`src/rtl/moving_sum_inverse.sv`:
```
// Inverse of a TAPS-long moving-window sum: recovers x[n] = y[n] - y[n-1] + x[n-TAPS].
// All arithmetic wraps modulo 2^DATA_W; output is registered (one cycle latency).
module moving_sum_inverse #(
  parameter int DATA_W = 8,
  parameter int TAPS   = 4
) (
  input  logic              system1000,
  input  logic              system1000_rst,
  input  logic              clear,
  input  logic              in_valid,
  input  logic [DATA_W-1:0] in_data,
  output logic              out_valid,
  output logic [DATA_W-1:0] out_data
);

  logic [TAPS-1:0][DATA_W-1:0] xhist_q, xhist_d;
  logic [DATA_W-1:0]           yprev_q, yprev_d;
  logic [DATA_W-1:0]           out_data_q, out_data_d;
  logic                        out_valid_q, out_valid_d;
  logic [DATA_W-1:0]           dec_d;

  // xhist_q[TAPS-1] holds x[n-TAPS], the sample leaving the encoder window.
  always_comb begin
    dec_d       = in_data - yprev_q + xhist_q[TAPS-1];
    xhist_d     = xhist_q;
    yprev_d     = yprev_q;
    out_valid_d = 1'b0;
    out_data_d  = out_data_q;
    if (clear) begin
      xhist_d    = '0;
      yprev_d    = '0;
      out_data_d = '0;
    end else if (in_valid) begin
      xhist_d     = {xhist_q[TAPS-2:0], dec_d};
      yprev_d     = in_data;
      out_valid_d = 1'b1;
      out_data_d  = dec_d;
    end
  end

  always_ff @(posedge system1000 or posedge system1000_rst) begin
    if (system1000_rst) begin
      xhist_q     <= '0;
      yprev_q     <= '0;
      out_valid_q <= 1'b0;
      out_data_q  <= '0;
    end else begin
      xhist_q     <= xhist_d;
      yprev_q     <= yprev_d;
      out_valid_q <= out_valid_d;
      out_data_q  <= out_data_d;
    end
  end

  assign out_valid = out_valid_q;
  assign out_data  = out_data_q;

endmodule

```
`config.mk`:
```
export PLATFORM = sky130hd
export DESIGN_NAME = moving_sum_inverse
export DESIGN_NICKNAME = d
export VERILOG_FILES = /design/src/rtl/moving_sum_inverse.sv
export SDC_FILE = /design/constraint.sdc
export NUM_CORES = 1
export LEC_CHECK = 0
export ABC_AREA = 0
export ABC_CLOCK_PERIOD_IN_PS = 5400
export BUFFER_PORTS_ARGS = -buffer_cell sky130_fd_sc_hd__buf_2
export CAP_MARGIN = 15
export CORE_MARGIN = 2
export CORE_UTILIZATION = 45
export DETAILED_ROUTE_END_ITERATION = 8
export GPL_TIMING_DRIVEN = 0
export PLACE_DENSITY = 0.74
export SETUP_SLACK_MARGIN = 0.1
export SLEW_MARGIN = 20
export SYNTH_ARGS = -nofsm -noshare
export SYNTH_HDL_FRONTEND = slang
export SYNTH_SLANG_ARGS = --single-unit
```
`constraint.sdc`:
```
create_clock -name system1000 -period 5.4 [get_ports system1000]
set_clock_uncertainty 0.05 [all_clocks]
set_input_delay 0.27 -clock system1000 [delete_from_list [all_inputs] [get_ports system1000]]
set_output_delay 0.27 -clock system1000 [all_outputs]
set_load 0.01 [all_outputs]
```
==> results.toml, run 1 <==
[run_status]
status = "finished clean"

[logic_synthesis]
synthTopCellsByArea = "dfrtp_1 (46%), mux2i_1 (15%), nor2_1 (6.6%), fa_1 (6.3%), inv_1 (5.0%)"
synth.distinct_cells = 31
yosysWarnings = 0
seq_area_frac_synth_pct = 45.96
synth_top_area_share_pct = 45.96
syn_nets = 246
netlist_instances = 219
synth_top_area_cell = "dfrtp_1"
ys_ff_latch = 41
synth_area_per_cell_sq_um = 10.19
synthesis.area_sq_um = 2232

[placed_design]
post-dp-hpwl_um = 3243
gp_congestion = 0.8000
port_buffers = 18

[routing]
drc_errors = 0
drt_iter0_markers = 85
vias_per_cell = 4.825
vias = 1515
antenna_left = 0
dr.pass1.iters = 4
wl_per_cell_um = 13.62
drt_wl_total_um = 4278

[final_layout]
fin_nets = 273
multi_input_area_sq_um = 985.9
fill_cells = 467
areaGrowthSynthToFinish_pct = 14.52
drive_gt1_share_pct = 17.41
diodes = 0
regArea_sq_um = 1026

[clocking]
cts_max_level = 2
cts_resized = 0
cts_root_buf = "clkbuf_8"
clock-sinks = 41
clk_latency_ps = 300
cts_buffer_depth = 2
clkTransAtPathRegs_ps = 80
cts_tree = "yes"
numCtsBuffers = 5

[worst_setup_path]
max_stage_delay_ps = 510
critPathSlowestCell = "fa_1"
cp_max_fo = 4
crit_path_frequent_cell = "inv_1"
cp_cell_sequence = "inv_1 -> fa_1 -> inv_1 -> ha_1 -> a21oi_2 -> a211oi_1 -> or3_1 -> a311oi_1"
timing.rr.start = "xhist_q[26]$_DFFE_PP0P_"
crit_path_start = "xhist_q[26]$_DFFE_PP0P_"
reg2reg_slack_ps = 3000
cp.arrival_ps = 2560
end_kind = "register"
crit_path_start_kind = "register"
worstPathRequired_ps = 5550
path_class = "register to register"

[sta]
fin_crit_ps = 2405
slew_headroom_pct = 62.10
period_share_pct = 44.54
finalHoldViolations = 0
setup_viol = 0
maxSlewViolCount = 0
rsz0062_at_grt = "no"
fmax_ghz = 0.4158
worst_pin_slew_ps = 568.4
tns_ps = 0

[global_route]
grtUsageTotal_pct = 17.52
first_global_vias = 1567
grt_max_degree = 31
gr-total-overflow = 0
antenna_found_initial = 0
grt_pass1_wl_um = 7245

[floorplanning]
ioPinCount = 21
die_w_um = 74.43
dieHeight_um = 74.43
core_area_sq_um = 4755
row_count = 25
dieArea_sq_um = 5540
start_util_pct = 46.95

[job]
drv_cap = 0

[hold_path]
hp-class = "input port to register"
hold_start = "in_data[5]"

[pwr]
ir_drop_uv = 208.6
power.density_nw_per_um2 = 287.1
power_mw = 0.7339
p_leak_nw = 1.342
cells in the final DEF (no fill, tap or decap), drive strengths merged:
cell type    Yosys  final
a311oi           1      1
a21oi            7      7
buf             16     35
ha               8      8
nor4b            1      1
dlygate4sd3      0      1
o31a             1      1
xnor2            3      3
o21ai            4      4
or3              2      2
fa               7      7
and2b            1      1
nor3             2      2
nand3            4      4
clkbuf           2      8
o311ai           2      2
inv             30     30
clkinvlp         0      1
bufinv           0      1
clkinv           1      1
and3             2      2
o211ai           2      2
nor2            39     39
a31oi            1      1
nor2b            1      1
dfrtp           41     41
o21a             2      2
mux2i           33     33
nand2            3      3
a31o             1      1
a211oi           2      2
through the flow:
step	instances	setup WS, ps	area, sq um	utilization (%)	hold slack [ps]
finish	314	2995	2556	53.76	182.5
global route	314	2875	2556	53.76	197.4
CTS	314	2982	2556	53.76	178.8
detailed placement	305	2985	2426	51.03	180.4
global placement	304	2993	2406	50.61	451.9
floorplan	219	3153	2232	-	376.3
power by group:
part | switching [mW] | total (mW) | leakage [nW] | internal [mW]
Sequential | 0.0129 | 0.336 | 0.557 | 0.323
Clock | 0.109 | 0.260 | 0.0574 | 0.150
Combinational | 0.0752 | 0.139 | 0.727 | 0.0633
cell usage after synthesis:
| cell | instances |
|---|---|
| mux2i_1 | 33 |
| o21a_1 | 2 |
| and3_1 | 2 |
| and2b_1 | 1 |
| o311ai_0 | 2 |
| xnor2_1 | 3 |
| buf_2 | 5 |
| nor3_1 | 2 |
| nand2_1 | 3 |
| a31o_2 | 1 |
| a311oi_1 | 1 |
| or3_1 | 2 |
| nor4b_1 | 1 |
| buf_4 | 8 |
| clkbuf_1 | 2 |
| dfrtp_1 | 41 |
| nor2_1 | 39 |
| buf_1 | 3 |
| a211oi_1 | 2 |
| o211ai_1 | 2 |
| a21oi_1 | 6 |
| a31oi_1 | 1 |
| nor2b_1 | 1 |
| o31a_1 | 1 |
| clkinv_1 | 1 |
| o21ai_0 | 4 |
| a21oi_2 | 1 |
| inv_1 | 30 |
| nand3_1 | 4 |
| ha_1 | 8 |
| fa_1 | 7 |
cells by family (layout without fill, tap and decap cells):
family                     count (synthesis)  after routing  share of synthesized area, %
AOI/OAI and AO/OA                         23             23                         6.895
xor gates and xnor gates                   3              3                         1.177
adders and majority gates                 15             15                         10.76
buffers and inverters                     49             77                         9.865
DFF                                       41             41                         45.96
muxes                                     33             33                         14.80
and+or+nand+nor                           55             55                         10.54
critical path: cells and delay by family (launching register included):
kind	cells	cell delay (ps)
flip-flops	1	370
AO/OA/AOI/OAI	3	580
adder cells (fa/ha/maj)	2	840
AND/OR/NAND/NOR	1	370
buffers and inverters	2	100
registers in the layout (all words and copies together), names as in the netlist:
signal,cells
xhist_q,31
yprev_q,8
out_data,1
out_valid,1
final timing paths:
kind,cells after the start,endpoint
worst max register to register,8,out_data[7]$_DFFE_PP0P_
worst min-delay path,3,yprev_q[5]$_DFFE_PP0P_
max in group asynchronous,4,out_data[7]$_DFFE_PP0P_
worst max-delay path,8,out_data[7]$_DFFE_PP0P_
worst min register to register,2,yprev_q[0]$_DFFE_PP0P_
min in group asynchronous,3,xhist_q[8]$_DFFE_PP0P_
area by class of cell:
class | instances | share of cell area (%)
sequential | 41 | 40.14
buffer | 18 | 4.063
inverter | 31 | 4.552
timing repair buffer | 20 | 4.699
tap | 67 | 3.279
clock inverter | 2 | 1.468
clock buffer | 6 | 3.231
multi-input combinational | 129 | 38.57
metal layers:
layer,vias to the layer above,share of wire (%),global-route usage (%)
met5,-,0,0
met4,0,0.72,3.968
met3,5,3.2,5.014
met2,24,49,29.79
met1,729,46,22.30
li1,757,-,-
timing repair:
action                                 CTS  global route
hold buffers                             1             0
buffers inserted                         0             0
endpoints found under the hold margin   11             0
(Power assumes the default switching activity.)
==> inputs of run 2 (changes only) <==
--- a/config.mk
+++ b/config.mk
@@ -6,7 +6,7 @@
 export NUM_CORES = 1
 export LEC_CHECK = 0
 export ABC_AREA = 0
-export ABC_CLOCK_PERIOD_IN_PS = 5400
+export ABC_CLOCK_PERIOD_IN_PS = 2400
 export BUFFER_PORTS_ARGS = -buffer_cell sky130_fd_sc_hd__buf_2
 export CAP_MARGIN = 15
 export CORE_MARGIN = 2
==> constraint.sdc (replaced) <==
create_clock -name system1000 -period 2.4 [get_ports system1000]
set_clock_uncertainty 0.05 [all_clocks]
set_input_delay 0.12 -clock system1000 [delete_from_list [all_inputs] [get_ports system1000]]
set_output_delay 0.12 -clock system1000 [all_outputs]
set_load 0.01 [all_outputs]
==> results.toml, run 2 (same netlist as run 1, synthesis figures left out) <==
[run_status]
status = "finished clean"

[clocking]
clkTransAtPathRegs_ps = 80
cts_root_buf = "clkbuf_8"
cts_tree = "yes"
cts_max_level = 2
clk_latency_ps = 300
clock-sinks = 41
numCtsBuffers = 5
cts_buffer_depth = 2

[sta]
period_share_pct = 94.00
maxSlewViolCount = 0
tns_ps = 0
rsz0062_at_grt = "yes"
finalHoldViolations = 0
fin_crit_ps = 2256
worst_pin_slew_ps = 579.2
fmax_ghz = 0.4433
slew_headroom_pct = 61.39
setup_viol = 0
worst_slack_ps = 144.0

[worst_setup_path]
cp.arrival_ps = 2410
r2r-end = "out_data[7]$_DFFE_PP0P_"
cp_max_fo = 4
worstPathRequired_ps = 2560
path_class = "register to register"
endpoint = "out_data[7]$_DFFE_PP0P_"
rr_worst_depth = 8
crit_path_start = "xhist_q[26]$_DFFE_PP0P_"
end_kind = "register"
timing.rr.start = "xhist_q[26]$_DFFE_PP0P_"
reg2reg_slack_ps = 140
crit_path_start_kind = "register"

[routing]
antenna_left = 0
drt_wl_total_um = 4570
dr.pass1.iters = 4
wl_met1_um = 2123
dr_wl_met2_um = 2257
drc_errors = 0
drt_iter0_markers = 106
vias_per_cell = 4.918
highest_layer = "met4"
wl_per_cell_um = 14.42
vias = 1559
wl_met3_um = 141

[final_layout]
top_register = "xhist_q"
largest_register_ffs = 31
final_cell_mix = "dfrtp_1 (41), nor2_1 (39), mux2i_1 (33)"
fin_nets = 276
multi_input_area_sq_um = 1070
areaGrowthSynthToFinish_pct = 19.28
fill_cells = 450
regArea_sq_um = 1026
largest_registers = "xhist_q: 31 flops, yprev_q: 8 flops"
diodes = 0
final_area_sq_um = 2663
final_common_cell = "dfrtp_1"
drive_gt1_share_pct = 23.60

[floorplanning]
core_area_sq_um = 4755
ioPinCount = 21
die_w_um = 74.43
row_count = 25
start_util_pct = 46.95
dieArea_sq_um = 5540
dieHeight_um = 74.43

[hold_path]
hp-class = "input port to register"

[global_route]
grtUsageTotal_pct = 17.92
gr-total-overflow = 0
grt_pass1_wl_um = 7341
first_global_vias = 1586
grt_max_degree = 31
antenna_found_initial = 0

[pwr]
power.density_nw_per_um2 = 645.7
p_leak_nw = 1.364
ir_drop_uv = 471.7

[job]
drv_cap = 0

[placed_design]
post-dp-hpwl_um = 3243
post-place-ws_ps = 4.848
placed_area_sq_um = 2426
gp_congestion = 0.8000
port_buffers = 18
-- run 2: cell count changes in the layout (fill, tap and decap cells not counted), moves of 2 or more --
cell,delta
buf_4,+3
ha_1,-5
ha_4,+4
inv_1,-3
inv_2,+3
o21ai_0,-2
o21ai_1,+2
-- run 2: repair_timing --
item / CTS / global route
buffers inserted: 1 / 2
pin swaps: 9 / 6
endpoints found under the hold margin: 21 / 0
resized for setup: 14 / 4
hold buffers: 1 / 0
endpoints found under the setup margin: 3 / 3
-- run 2: metal layers --
layer | up-vias | global-route usage (%)
li1 | 766 | -
met1 | 760 | 22.47
met2 | 25 | 30.48
met3 | 8 | 3.388
met4 | 0 | 7.341
met5 | - | 0
-- run 2: worst min path at each step --
stage	start	endpoint	slack, ps	cells past startpoint
3_5_place_dp	system1000_rst	xhist_q[8]$_DFFE_PP0P_	30	2
6_report	in_data[5]	yprev_q[5]$_DFFE_PP0P_	30	3
5_1_grt	in_data[1]	yprev_q[1]$_DFFE_PP0P_	50	3
4_1_cts	in_data[5]	yprev_q[5]$_DFFE_PP0P_	30	3
2_1_floorplan	in_data[0]	yprev_q[0]$_DFFE_PP0P_	230	2
3_3_place_gp	in_data[6]	yprev_q[6]$_DFFE_PP0P_	340	3
-- run 2: cell type report --
type / count / share of cell area [%]
Multi-Input combinational cell: 129 / 40.18
Timing Repair Buffer: 23 / 5.357
Clock buffer: 6 / 3.102
Tap cell: 67 / 3.149
Inverter: 31 / 4.370
Clock inverter: 2 / 1.410
Buffer: 18 / 3.900
Sequential cell: 41 / 38.53
-- run 2: worst max-delay path: stages (launching register included) --
cell and delay, ps:
dfrtp_1 380, inv_2 50, fa_1 520, inv_2 50, ha_4 230, a21oi_4 180, a211oi_2 90, or3_1 360
a311oi_1 250
-- run 2: metrics by stage --
step                utilization (%)  total power, mW  std cells  hold WS (ps)
global placement              50.61            1.069        304         335.0
global route                  56.00            1.798        317         48.06
detailed placement            51.03            1.082        305         30.40
floorplan                         -           0.9914        219         226.3
finish                        56.00            1.719        317         26.03
CTS                           55.42            1.706        315         28.82
-- run 2: where the power goes --
part	internal, mW	switching (mW)	total, mW
sequential	0.727	0.0293	0.756
clock	0.338	0.251	0.589
combinational	0.181	0.194	0.374
total	1.25	0.474	1.72
